## src/rtl/pe_ws_dbuf_if.sv

```systemverilog
// Bundle of the control, data, weight and partial-sum signals around one
// weight-stationary PE.
interface pe_ws_dbuf_if #(
    parameter int DATA_WIDTH   = 8,
    parameter int WEIGHT_WIDTH = 8,
    parameter int ACC_WIDTH    = 20
);
    logic [1:0]              mode;
    logic                    swap;
    logic                    clr_ovf;
    logic [DATA_WIDTH-1:0]   data_in;
    logic                    data_in_valid;
    logic [DATA_WIDTH-1:0]   data_out;
    logic                    data_out_valid;
    logic [WEIGHT_WIDTH-1:0] wgt_in;
    logic [WEIGHT_WIDTH-1:0] wgt_out;
    logic [ACC_WIDTH-1:0]    psum_in;
    logic                    psum_in_valid;
    logic [ACC_WIDTH-1:0]    psum_out;
    logic                    psum_out_valid;
    logic                    shadow_full;
    logic                    ovf;

    modport master (
        output mode, swap, clr_ovf, data_in, data_in_valid, wgt_in, psum_in, psum_in_valid,
        input  data_out, data_out_valid, wgt_out, psum_out, psum_out_valid, shadow_full, ovf
    );

    modport slave (
        input  mode, swap, clr_ovf, data_in, data_in_valid, wgt_in, psum_in, psum_in_valid,
        output data_out, data_out_valid, wgt_out, psum_out, psum_out_valid, shadow_full, ovf
    );
endinterface

```

## src/rtl/pe_ws_dbuf.sv

```systemverilog
// Weight-stationary MAC processing element with a double-buffered weight:
// a shadow register shifts in new weights while the active one feeds the MAC.
module pe_ws_dbuf #(
    parameter int DATA_WIDTH   = 8,
    parameter int WEIGHT_WIDTH = 8,
    parameter int ACC_WIDTH    = 20,
    parameter int SATURATE     = 1
) (
    input logic        clk,
    input logic        rst,
    pe_ws_dbuf_if.slave bus
);
    localparam int ProdWidth = DATA_WIDTH + WEIGHT_WIDTH;

    logic [WEIGHT_WIDTH-1:0]        shadow_q, shadow_d;
    logic signed [WEIGHT_WIDTH-1:0] active_q, active_d;
    logic                           shadow_full_q, shadow_full_d;
    logic [DATA_WIDTH-1:0]          data_out_q, data_out_d;
    logic                           data_out_valid_q, data_out_valid_d;
    logic [ACC_WIDTH-1:0]           psum_out_q, psum_out_d;
    logic                           psum_out_valid_q, psum_out_valid_d;
    logic                           ovf_q, ovf_d;

    logic                    load, fire, do_swap;
    logic signed [ProdWidth-1:0] prod;
    logic [ACC_WIDTH:0]      prod_ext, addend, sum;
    logic                    sum_ovf;
    logic [ACC_WIDTH-1:0]    result;
    logic [ACC_WIDTH-1:0]    sat_max, sat_min;

    assign load    = bus.mode[0];
    assign fire    = bus.mode[1] & bus.data_in_valid;
    assign do_swap = bus.swap & shadow_full_q;

    assign sat_max = {1'b0, {(ACC_WIDTH-1){1'b1}}};
    assign sat_min = {1'b1, {(ACC_WIDTH-1){1'b0}}};

    // One guard bit above ACC_WIDTH: overflow shows as the top two bits disagreeing.
    assign prod     = $signed(bus.data_in) * active_q;
    assign prod_ext = {{(ACC_WIDTH+1-ProdWidth){prod[ProdWidth-1]}}, prod};
    assign addend   = bus.psum_in_valid ? {bus.psum_in[ACC_WIDTH-1], bus.psum_in} : '0;
    assign sum      = prod_ext + addend;
    assign sum_ovf  = sum[ACC_WIDTH] ^ sum[ACC_WIDTH-1];

    always_comb begin
        result = sum[ACC_WIDTH-1:0];
        if (SATURATE != 0 && sum_ovf) begin
            result = sum[ACC_WIDTH] ? sat_min : sat_max;
        end
    end

    always_comb begin
        shadow_d         = shadow_q;
        active_d         = active_q;
        shadow_full_d    = shadow_full_q;
        data_out_d       = data_out_q;
        data_out_valid_d = 1'b0;
        psum_out_d       = psum_out_q;
        psum_out_valid_d = 1'b0;
        ovf_d            = ovf_q & ~bus.clr_ovf;

        // Swap reads the pre-edge shadow, so a simultaneous load is safe.
        if (do_swap) begin
            active_d      = $signed(shadow_q);
            shadow_full_d = 1'b0;
        end
        if (load) begin
            shadow_d      = bus.wgt_in;
            shadow_full_d = 1'b1;
        end
        if (fire) begin
            data_out_d       = bus.data_in;
            data_out_valid_d = 1'b1;
            psum_out_d       = result;
            psum_out_valid_d = 1'b1;
            if (sum_ovf) begin
                ovf_d = 1'b1;
            end
        end
    end

    always_ff @(posedge clk) begin
        if (rst) begin
            shadow_q         <= '0;
            active_q         <= '0;
            shadow_full_q    <= 1'b0;
            data_out_q       <= '0;
            data_out_valid_q <= 1'b0;
            psum_out_q       <= '0;
            psum_out_valid_q <= 1'b0;
            ovf_q            <= 1'b0;
        end else begin
            shadow_q         <= shadow_d;
            active_q         <= active_d;
            shadow_full_q    <= shadow_full_d;
            data_out_q       <= data_out_d;
            data_out_valid_q <= data_out_valid_d;
            psum_out_q       <= psum_out_d;
            psum_out_valid_q <= psum_out_valid_d;
            ovf_q            <= ovf_d;
        end
    end

    assign bus.wgt_out        = shadow_q;
    assign bus.shadow_full    = shadow_full_q;
    assign bus.data_out       = data_out_q;
    assign bus.data_out_valid = data_out_valid_q;
    assign bus.psum_out       = psum_out_q;
    assign bus.psum_out_valid = psum_out_valid_q;
    assign bus.ovf            = ovf_q;
endmodule

```

## src/flat_wrapper.sv

```systemverilog
// flat-port wrapper written by rule: the top's interface ports become plain ports
module pe_ws_dbuf_flat 
#(
    parameter int DATA_WIDTH   = 8,
    parameter int WEIGHT_WIDTH = 8,
    parameter int ACC_WIDTH    = 20,
    parameter int SATURATE     = 1
)
  (clk, rst, bus_mode, bus_swap, bus_clr_ovf, bus_data_in, bus_data_in_valid, bus_wgt_in, bus_psum_in, bus_psum_in_valid, bus_data_out, bus_data_out_valid, bus_wgt_out, bus_psum_out, bus_psum_out_valid, bus_shadow_full, bus_ovf);
  pe_ws_dbuf_if #(.DATA_WIDTH(DATA_WIDTH), .WEIGHT_WIDTH(WEIGHT_WIDTH), .ACC_WIDTH(ACC_WIDTH)) bus_i ();
  input logic clk;
  input logic rst;
  input wire logic [$bits(bus_i.mode)-1:0] bus_mode;
  input wire logic [$bits(bus_i.swap)-1:0] bus_swap;
  input wire logic [$bits(bus_i.clr_ovf)-1:0] bus_clr_ovf;
  input wire logic [$bits(bus_i.data_in)-1:0] bus_data_in;
  input wire logic [$bits(bus_i.data_in_valid)-1:0] bus_data_in_valid;
  input wire logic [$bits(bus_i.wgt_in)-1:0] bus_wgt_in;
  input wire logic [$bits(bus_i.psum_in)-1:0] bus_psum_in;
  input wire logic [$bits(bus_i.psum_in_valid)-1:0] bus_psum_in_valid;
  output wire logic [$bits(bus_i.data_out)-1:0] bus_data_out;
  output wire logic [$bits(bus_i.data_out_valid)-1:0] bus_data_out_valid;
  output wire logic [$bits(bus_i.wgt_out)-1:0] bus_wgt_out;
  output wire logic [$bits(bus_i.psum_out)-1:0] bus_psum_out;
  output wire logic [$bits(bus_i.psum_out_valid)-1:0] bus_psum_out_valid;
  output wire logic [$bits(bus_i.shadow_full)-1:0] bus_shadow_full;
  output wire logic [$bits(bus_i.ovf)-1:0] bus_ovf;
  assign bus_i.mode = bus_mode;
  assign bus_i.swap = bus_swap;
  assign bus_i.clr_ovf = bus_clr_ovf;
  assign bus_i.data_in = bus_data_in;
  assign bus_i.data_in_valid = bus_data_in_valid;
  assign bus_i.wgt_in = bus_wgt_in;
  assign bus_i.psum_in = bus_psum_in;
  assign bus_i.psum_in_valid = bus_psum_in_valid;
  assign bus_data_out = bus_i.data_out;
  assign bus_data_out_valid = bus_i.data_out_valid;
  assign bus_wgt_out = bus_i.wgt_out;
  assign bus_psum_out = bus_i.psum_out;
  assign bus_psum_out_valid = bus_i.psum_out_valid;
  assign bus_shadow_full = bus_i.shadow_full;
  assign bus_ovf = bus_i.ovf;
  pe_ws_dbuf #(.DATA_WIDTH(DATA_WIDTH), .WEIGHT_WIDTH(WEIGHT_WIDTH), .ACC_WIDTH(ACC_WIDTH), .SATURATE(SATURATE)) u_core (.clk(clk), .rst(rst), .bus(bus_i));
endmodule
```

## config.mk

```make
export PLATFORM = sky130hd
export DESIGN_NAME = pe_ws_dbuf_flat
export DESIGN_NICKNAME = d
export VERILOG_FILES = /design/src/rtl/pe_ws_dbuf_if.sv /design/src/rtl/pe_ws_dbuf.sv /design/src/flat_wrapper.sv
export SDC_FILE = /design/constraint.sdc
export NUM_CORES = 1
export LEC_CHECK = 0
export CAP_MARGIN = 40
export CORE_MARGIN = 1
export CORE_UTILIZATION = 44
export CTS_CLUSTER_DIAMETER = 50
export DETAILED_ROUTE_END_ITERATION = 8
export PLACE_DENSITY_LB_ADDON = 0.15
export SLEW_MARGIN = 20
export SYNTH_ARGS = -nofsm -noshare
export SYNTH_HDL_FRONTEND = slang
export SYNTH_SLANG_ARGS = --single-unit
```

## constraint.sdc

```tcl
create_clock -name clk -period 13.5 [get_ports clk]
set_input_delay 2.7 -clock clk [delete_from_list [all_inputs] [get_ports clk]]
set_output_delay 2.7 -clock clk [all_outputs]
set_load 0.02 [all_outputs]
```

==> flow_summary.ini <==
[timing]
fmax_ghz = 0.109
slew_viol_final = 0
rsz0062_at_grt = no
finClkSkew_ns = 0.00483
setup_viol = 0
min_period_ns = 9.18
slew_headroom_pct = 46.0
tns_ns = 0
setup_slack_ns = 4.32
worst_pin_slew_ns = 0.808
finalHoldViolCount = 0
period_share_pct = 68.0

[global_routing]
grt_pass1_wl_um = 21700
grt_max_degree = 37
grt_pass1_vias = 4602
antenna_found_initial = 0
grt_overflow = 0
track_usage_pct = 20.2

[synthesis]
ys_types = 53
syn_inst = 688
netlist_top_cells_area = fa_1 19%, dfxtp_1 16%, ha_1 11%
yosys.area.top_type = fa_1
yosysWarnings = 0
synthTopCellsByCount = 101 x inv_1, 66 x and2_1, 59 x a21oi_1, 56 x fa_1, 50 x ha_1
synth_area_um2 = 5830
syn-num-nets = 838
seq_area_frac_synth_pct = 16.1
syn_area_per_cell_um2 = 8.48
synth-seq-cells = 47
synth_top_area_share_pct = 19.2
synth_edf_count = 0
yosysMostFrequentCell = inv_1
synth-main-ff-cell = dfxtp_1
synthArstFlopShare_pct = 0

[clock_tree]
cts_sinks = 47
cts_max_level = 2
clk_latency_ns = 0.29
root_buffer = clkbuf_16
cts_buffer_depth = 2
hold_buffers = 0
post-cts-setup-buffers = 0
tritoncts = built
clk_pin_slew_ns = 0.06
postCtsResizedCells = 0
cts_buffers = 5

[floorplanning]
io_pins = 84
rows = 41
die_y_um = 117
die_w_um = 117
dieArea_um2 = 13700
core-area_um2 = 12800
start_util_pct = 45.7

[worst_hold_path]
hp-class = reg2reg
worstHoldStart = u_core.bus.data_out[3]

[power]
p_int_mw = 0.284
ir_worst_vdd_uv = 52.4
combPwrFrac_pct = 36.9
pwr-share-clk_pct = 27.8
power_density_nw_per_um2 = 62.3
total_leakage_power_nw = 3.08
finalPower_mw = 0.432
swShare_pct = 34.4
seq_power_share_pct = 35.4
p_switching_mw = 0.149

[drt]
drt-met1-wl_um = 6210
wl_met3_um = 404
vias = 4822
post-route-drc-count = 0
routed-wl-met2_um = 6410
wl_um = 13200
avgViaCountPerCell = 5.20
drt-initial-drc-count = 264
postRouteAntennaNets = 0
wire_per_inst_um = 14.2
first_pass_iters = 5
routed.top_layer = met4

[outcome]
status = finished, final reports clean

[critical_path]
cp_data_required_time_ns = 13.72
end_kind = flip-flop
worstSetupStartpointType = input port
worst-path-max-fanout = 9
slowest_stage = clkdlybuf4s50_1
crit_arrival_ns = 9.39
max_stage_delay_ns = 0.70
reg2reg_from = u_core.active_q[7]
crit_type = in2reg
crit_start = bus_data_in[1]

[finish]
areaGrowthSynthToFinish_pct = 19.0
post_route_cells_drive_above_1_share_pct = 5.42
layout.nets = 905
diodes = 0

[placed_design]
place_ws_ns = 4.03
place_congestion = 0.834
hpwl_um = 10600
portBuffers = 83

[run]
cap_violations = 0
-- layout by cell type (no fill, tap or decap), types with 7 or more instances in the layout --
master,count
inv_1,101
a21o_1,7
nand3_1,12
ha_1,50
o21bai_1,7
o211ai_1,15
and2_1,66
nor2_1,41
nor3_1,13
fa_1,56
nand2_1,48
xnor2_1,16
o31ai_1,7
o21ai_0,23
xor2_1,8
a21oi_1,59
dfxtp_1,47
a211oi_2,11
clkdlybuf4s50_1,82
nor2b_1,8
mux2i_1,10
a31oi_1,7
-- metal layers --
| metal | track usage [%] | vias up |
|---|---|---|
| met5 | 0 | - |
| met4 | 5.40 | 0 |
| met3 | 1.75 | 13 |
| met2 | 32.9 | 77 |
| met1 | 28.7 | 2339 |
| li1 | - | 2393 |
-- sequential cells by signal, summed over array words and instances (netlist names) --
name                       cells
u_core.bus.shadow_full         1
u_core.bus.psum_out           20
u_core.bus.data_out_valid      1
u_core.active_q                8
u_core.bus.wgt_out             8
u_core.bus.data_out            8
u_core.bus.ovf                 1
-- through the flow --
step,cells,hold slack (ns),instance area [um^2],utilization [%]
5_1_grt,928,0.487,6940,54.3
4_1_cts,927,0.459,6920,54.2
2_1_floorplan,688,0.488,5830,-
3_5_place_dp,919,0.450,6790,53.1
3_3_place_gp,918,0.445,6760,52.9
6_report,928,0.458,6940,54.3
-- power by group through the flow --
stage	clock network (mW)	logic (mW)	registers [mW]
floorplan	0	0.101	0.163
global placement	0	0.155	0.156
detailed placement	0	0.159	0.156
CTS	0.122	0.160	0.153
global route	0.129	0.177	0.154
finish	0.120	0.159	0.153
-- critical path, delay by kind of cell --
family | cells | cell delay [ns]
xor+xnor | 2 | 0.35
mux | 1 | 0.20
compound gates | 13 | 2.34
buf+inv | 4 | 0.85
simple gates | 1 | 0.13
fa+ha+maj | 6 | 2.80
-- layout make-up --
| cell class | instances | area [um^2] |
|---|---|---|
| clock buffers | 7 | 133 |
| clock inverters | 1 | 5.00 |
| fillers | 1195 | 5840 |
| inverters | 101 | 379 |
| multi-input cells | 512 | 4380 |
| flip-flops and latches | 47 | 941 |
| well taps | 172 | 215 |
| repair buffers | 88 | 883 |
-- worst paths after layout --
check	end	slack, ns	cells after the start
max reg2reg	u_core.bus.psum_out[17]	6.86	26
max	u_core.bus.psum_out[17]	4.32	27
min	u_core.bus.data_out[3]	0.46	2
min reg2reg	u_core.bus.data_out[3]	0.46	2
-- cell families after synthesis --
group                      after synthesis  share of synthesized area, %
and+or+nand+nor                        207                          18.3
AOI/OAI and AO/OA                      153                          17.5
buffers and inverters                  129                          8.84
adders and majority gates              106                          30.0
DFF                                     47                          16.1
xor gates and xnor gates                35                          7.38
muxes                                   11                          1.91
Power figures use the tool's default switching activity.
